[config.mk]
export PLATFORM = sky130hd
export DESIGN_NAME = hamming_decoder_pipe
export DESIGN_NICKNAME = d
export VERILOG_FILES = /design/src/rtl/hamming_decoder_pipe.sv
export SDC_FILE = /design/constraint.sdc
export NUM_CORES = 1
export LEC_CHECK = 0
export CELL_PAD_IN_SITES_DETAIL_PLACEMENT = 1
export CELL_PAD_IN_SITES_GLOBAL_PLACEMENT = 2
export CORE_UTILIZATION = 26
export CTS_CLUSTER_SIZE = 40
export DETAILED_ROUTE_END_ITERATION = 10
export GPL_ROUTABILITY_DRIVEN = 0
export PLACE_DENSITY_LB_ADDON = 0.1
export SLEW_MARGIN = 20
export SYNTH_ARGS = -nofsm -noshare
export SYNTH_HDL_FRONTEND = slang
export SYNTH_SLANG_ARGS = --single-unit
[constraint.sdc]
create_clock -name clk -period 1.6 [get_ports clk]
set_input_delay 0.32 -clock clk [delete_from_list [all_inputs] [get_ports clk]]
set_output_delay 0.32 -clock clk [all_outputs]
set_load 0.05 [all_outputs]
[src/rtl/hamming_decoder_pipe.sv]
// Two-stage pipelined Hamming(7,4) decoder.
// Stage 1 latches the received word and its syndrome. Stage 2 corrects a
// single-bit error and updates the held data/syndrome/error outputs.
// Saturating counters track the number of decoded words and corrected errors.
// code[k] holds Hamming position k+1: {p1,p2,d1,p4,d2,d3,d4} from bit 0 upward.
module hamming_decoder_pipe #(
  parameter int CNT_W = 8
) (
  input  logic             clk,
  input  logic             rst,
  input  logic             in_valid,
  output logic             in_ready,
  input  logic [6:0]       code,
  input  logic             clear_counts,
  output logic [3:0]       bin,
  output logic [2:0]       sin,
  output logic             out_valid,
  output logic             err_flag,
  output logic [CNT_W-1:0] word_count,
  output logic [CNT_W-1:0] err_count
);

  // Syndrome {s4,s2,s1}. A nonzero value is the 1-based position of the flipped bit.
  function automatic logic [2:0] calc_syndrome(input logic [6:0] c);
    logic s1;
    logic s2;
    logic s4;
    s1 = c[0] ^ c[2] ^ c[4] ^ c[6];
    s2 = c[1] ^ c[2] ^ c[5] ^ c[6];
    s4 = c[3] ^ c[4] ^ c[5] ^ c[6];
    return {s4, s2, s1};
  endfunction

  // Invert the bit named by the syndrome. A double error is mis-corrected here
  // because it cannot be told apart from a single error.
  function automatic logic [6:0] correct_code(input logic [6:0] c, input logic [2:0] s);
    logic [6:0] flip;
    flip = 7'b000_0001 << (s - 3'd1);
    return (s == 3'd0) ? c : (c ^ flip);
  endfunction

  // Data bits {d4,d3,d2,d1} sit at positions {7,6,5,3}.
  function automatic logic [3:0] extract_data(input logic [6:0] c);
    return {c[6], c[5], c[4], c[2]};
  endfunction

  // Counter increment that sticks at all-ones instead of wrapping.
  function automatic logic [CNT_W-1:0] sat_inc(input logic [CNT_W-1:0] v);
    return (v == {CNT_W{1'b1}}) ? v : v + 1'b1;
  endfunction

  logic             in_ready_d, in_ready_q;
  logic [6:0]       code_p0_d, code_p0_q;
  logic [2:0]       syn_p0_d, syn_p0_q;
  logic             vld_p0_d, vld_p0_q;
  logic [3:0]       bin_p1_d, bin_p1_q;
  logic [2:0]       sin_p1_d, sin_p1_q;
  logic             err_p1_d, err_p1_q;
  logic             vld_p1_d, vld_p1_q;
  logic [CNT_W-1:0] word_cnt_d, word_cnt_q;
  logic [CNT_W-1:0] err_cnt_d, err_cnt_q;
  logic             accept;

  assign accept = in_valid && in_ready_q;

  // Ready drops for exactly the cycles following a reset edge; nothing stalls.
  always_comb begin
    in_ready_d = 1'b1;
  end

  // ---- stage 0 -> stage 1: capture word and syndrome on acceptance ----
  always_comb begin
    code_p0_d = code_p0_q;
    syn_p0_d  = syn_p0_q;
    vld_p0_d  = accept;
    if (accept) begin
      code_p0_d = code;
      syn_p0_d  = calc_syndrome(code);
    end
  end

  // ---- stage 1 -> stage 2: correct and update the held outputs ----
  always_comb begin
    bin_p1_d = bin_p1_q;
    sin_p1_d = sin_p1_q;
    err_p1_d = err_p1_q;
    vld_p1_d = vld_p0_q;
    if (vld_p0_q) begin
      bin_p1_d = extract_data(correct_code(code_p0_q, syn_p0_q));
      sin_p1_d = syn_p0_q;
      err_p1_d = (syn_p0_q != 3'd0);
    end
  end

  // Counters advance on each stage-2 completion; a clear pulse overrides it.
  always_comb begin
    word_cnt_d = word_cnt_q;
    err_cnt_d  = err_cnt_q;
    if (clear_counts) begin
      word_cnt_d = '0;
      err_cnt_d  = '0;
    end else if (vld_p0_q) begin
      word_cnt_d = sat_inc(word_cnt_q);
      if (syn_p0_q != 3'd0) begin
        err_cnt_d = sat_inc(err_cnt_q);
      end
    end
  end

  // Control, held outputs and counters; reset discards in-flight words.
  always_ff @(posedge clk) begin
    if (rst) begin
      in_ready_q <= 1'b0;
      vld_p0_q   <= 1'b0;
      vld_p1_q   <= 1'b0;
      bin_p1_q   <= '0;
      sin_p1_q   <= '0;
      err_p1_q   <= 1'b0;
      word_cnt_q <= '0;
      err_cnt_q  <= '0;
    end else begin
      in_ready_q <= in_ready_d;
      vld_p0_q   <= vld_p0_d;
      vld_p1_q   <= vld_p1_d;
      bin_p1_q   <= bin_p1_d;
      sin_p1_q   <= sin_p1_d;
      err_p1_q   <= err_p1_d;
      word_cnt_q <= word_cnt_d;
      err_cnt_q  <= err_cnt_d;
    end
  end

  // Stage-1 datapath registers; only meaningful while vld_p0_q is set.
  always_ff @(posedge clk) begin
    code_p0_q <= code_p0_d;
    syn_p0_q  <= syn_p0_d;
  end

  assign in_ready   = in_ready_q;
  assign bin        = bin_p1_q;
  assign sin        = sin_p1_q;
  assign err_flag   = err_p1_q;
  assign out_valid  = vld_p1_q;
  assign word_count = word_cnt_q;
  assign err_count  = err_cnt_q;

endmodule
==> After elaboration in Yosys (flattened, before gate mapping) <==
Index checks and enable logic that the tools add are counted.
{ "word_totals": {"register_bits": 37, "word_cells": 36, "in_bits": 11} }
{ "op_classes": {"n_shift": 1, "reduce_logical": 6, "n_bitwise": 12, "add_sub_neg": 3, "muxes": 2, "n_eq_ne": 2} }
{ "op_table": {"columns": ["operator", "n"], "rows": [
  ["$add A8 B1 Y8 const B", 2],
  ["$eq A8 B8 Y1 const B", 2],
  ["$xor A1 B1 Y1", 9],
  ["$mux W7", 1],
  ["$shl A1 B3 Y7 const A", 1],
  ["$xor A7 B7 Y7", 1],
  ["$logic_not A3 Y1", 1],
  ["$reduce_and A3 Y1", 1],
  ["$reduce_bool A3 Y1", 1],
  ["$sub A3 B1 Y3 const B", 1],
  ["$not A1 Y1", 2],
  ["$reduce_and A2 Y1", 1],
  ["$reduce_or A2 Y1", 1],
  ["$logic_and A1 B1 Y1", 1],
  ["$mux W1", 1]
]} }

==> Longest topological paths before layout <==
{ "depth": {"depth_word": 4, "depth_mapped": 6} }

==> Least setup slack after synthesis <==
No wires, ideal clock.
{ "synth_path": {"path_type": "register to register", "from": "register err_cnt_q[0], in the netlist err_count[0]", "to": "register err_cnt_q[5], in the netlist err_count[5]", "period_less_slack_ns": 1.962, "slack_ns": -0.362, "required_time_ns": 1.530, "path_stages_with_launch": 7, "t_arrival_ns": 1.892, "cell_sequence": "dfxtp_1 > ha_1 > and3_1 > a21o_1 > buf_6 > or4_1 > a21oi_1"} }
{ "synth_via": {"elab_chain_len": 3, "elab_cells_between_ends": 4} }
{ "synth_rtl": {"columns": ["element", "line", "rtl"], "rows": [
  ["start: declaration", "61", "logic [CNT_W-1:0] err_cnt_d, err_cnt_q;"],
  ["start signal: assignment", "129", "err_cnt_q <= err_cnt_d;"],
  ["branches (longest 3 deep; another with $add A8 B1 Y8)", null, null]
]} }
Parallel ways; which one is timed is not known.
A chain may end at the register's enable or synchronous reset.

==> Worst setup path after layout <==
Ends and elaborated chain as after synthesis.

==> qor.yml <==
synth_most_common_cell: "dfxtp_1"
synth_nets: 158
clkPwrFrac: 0.349
final_core_util: 0.423
area_delta_synth_final_pct: 52.7
nets: 216
ys_seq_elements: 34
cts_root_buf: "clkbuf_8"
rr_worst_depth: 5
cts-htree-levels: 2
crit_type: "reg -> reg"
period_needed_ps: 1580
power_switching_uw: 445
postSynth.asyncResetShare: 0
arrival_ps: 1800
numCtsBuffers: 5
synthMuxAreaShare: 0.0274
vias: 1290
switching_share: 0.256
viasPerCell: 4.71
critPathCaptureType: "flip-flop"
max-cap-violations: 0
grt_antenna_before_repair: 0
drv_slew: 0
row_count: 26
synth_fa_ha_area_frac: 0.0172
fillers: 608
cts.sinks: 34
crit_end: "err_count[5]$_SDFFE_PP0P_"
grt_pass1_vias: 1348
wl_per_cell_um: 13.6
cts_tree: "built"
required_ps: 1820
antenna_left: 0
hpwl_um: 2860
fin_ws_ps: 20.1
vdd_drop_max_v: 0.000383
layout.area.seq_um2: 767
p_int_uw: 1300
worstReg2RegEnd: "err_count[5]$_SDFFE_PP0P_"
n_antenna_cell: 0
fp.dieW_um: 76.9
drive_above_1_share: 0.328
comb_power_share: 0.125
finalCritPeriodShare: 0.987
ys_seq_area_frac: 0.515
initial_core_util: 0.277
syn_inst: 145
worst_pin_slew_ps: 383
grt_overflow_total: 0
io_buffers: 36
hold_viol: 0
ioPinCount: 37
r2r_start: "err_count[0]$_SDFFE_PP0P_"
power_uw: 1740
insertion_delay_ps: 290
holdPathStages: 2
synthFlopType: "dfxtp_1"
start_kind: "flip-flop"
synth_area_mm2: 0.00146
synth_top_family_by_area: "simple AND/OR/NAND/NOR gates"
grt_pass1_wl_um: 6200
grt_max_degree: 14
dpl_cell_area_mm2: 0.00212
p_leak_uw: 0.000842
p_per_area_mw_per_mm2: 781
drtIter0Drc: 38
synth_common_cells: "dfxtp_1, nor2_1, nand2_1, xnor2_1, xor2_1"
dieArea_mm2: 0.00591
synth_xor_area_frac: 0.0961
skew_ps: 4.92
synth_compound_area_frac: 0.123
avgSynthCellArea_um2: 10.1
reg2reg_slack_ps: 20
pwr-share-seq: 0.527
fmax_mhz: 633
synth-simple-area-share: 0.192
pre_cts_slack_ps: -141
synthDistinctLibCells: 34
grt_usage: 0.133
finalWirelength_um: 3720
ctsLongestPathBuffers: 2
crit_path_max_fanout: 4
yosys-top-cells-area: "dfxtp_1, edfxtp_1, xnor2_1"
status: "completed"
yosysTopAreaCell: "dfxtp_1"
setup_violations: 0
multi_input_area_um2: 687
hp-class: "reg -> reg"
path_clk_slew_ps: 70
die_h_um: 76.9
core-area_mm2: 0.00527
dr.pass1.iters: 4
holdBufCountCts: 0
critPathLaunch: "err_count[0]$_SDFFE_PP0P_"
grt_setup_unrepaired: "true"
synth-edff-count: 7
ys_warn_count: 0
slew_headroom: 0.741
remaining_drc_errors: 0
design_area_mm2: 0.00223
netlist.area_leader.share: 0.370
==> cell families after synthesis <==
family | count (synthesis)
buf+inv | 9
simple gates | 53
flops | 34
fa+ha+maj | 2
mux | 4
xor+xnor | 16
compound gates | 27
==> metrics by stage <==
stage / TNS [ps] / cells / hold WS [ps]
6_report: 0 / 274 / 484
5_1_grt: -36.1 / 274 / 510
4_1_cts: 0 / 271 / 494
3_5_place_dp: -342 / 263 / 484
3_3_place_gp: -244 / 263 / 462
2_1_floorplan: -84.0 / 145 / 419
==> power by group through the flow <==
stage | clock network [µW] | logic [µW] | registers (µW)
2_1_floorplan | 0 | 77.5 | 981
6_report | 606 | 217 | 917
5_1_grt | 655 | 234 | 919
4_1_cts | 632 | 217 | 917
3_5_place_dp | 0 | 216 | 936
3_3_place_gp | 0 | 212 | 935
==> flip-flops by register name (all words and copies together) (netlist names), 3 cells and up <==
signal      count
bin             4
err_count       8
sin             3
word_count      8
syn_p0_q        3
code_p0_q       4
==> worst min path at each step <==
stage,from,end,slack [ps]
detailed placement,err_flag$_SDFFE_PP0P_,err_flag$_SDFFE_PP0P_,480
floorplan,code[2],code_p0_q[2]$_DFFE_PP_,420
CTS,err_flag$_SDFFE_PP0P_,err_flag$_SDFFE_PP0P_,490
global placement,err_flag$_SDFFE_PP0P_,err_flag$_SDFFE_PP0P_,460
global route,err_count[6]$_SDFFE_PP0P_,err_count[6]$_SDFFE_PP0P_,510
finish,err_flag$_SDFFE_PP0P_,err_flag$_SDFFE_PP0P_,480
==> timing repair <==
action                     4_1_cts  5_1_grt
buffers inserted                 0        3
setup endpoints to repair        0        2
gates resized for setup          0        2
==> cell usage in the layout (no fill, tap or decap), types with 5 or more instances in the layout <==
cell type,count
o21ai_0,6
buf_4,35
clkbuf_8,5
xnor2_1,8
clkdlybuf4s50_1,10
nand2_1,8
nor2_1,15
nand3_1,7
buf_12,11
dfxtp_1,18
edfxtp_1,7
dfxtp_2,7
a21oi_1,5
xor2_1,8
==> worst max-delay path, cell delays in order (launching register included) <==
cell and delay [ps]:
dfxtp_4 350, ha_4 150, and3_4 170, a21o_1 200, or4_1 530, a21oi_2 120
==> layer usage <==
layer	global-route usage	vias up	routed length, µm
met5	0	-	0
met4	0.0577	0	58
met3	0.0429	6	177
met2	0.220	30	1760
met1	0.158	614	1730
li1	-	640	-
==> area by class of cell <==
| type | count | area share |
|---|---|---|
| Sequential cell | 34 | 0.344 |
| Clock buffer | 6 | 0.0326 |
| Timing Repair Buffer | 57 | 0.267 |
| Multi-Input combinational cell | 102 | 0.308 |
| Inverter | 3 | 0.00505 |
| Tap cell | 70 | 0.0393 |
| Clock inverter | 2 | 0.00393 |
No activity file was read; power rests on OpenSTA's default activity.
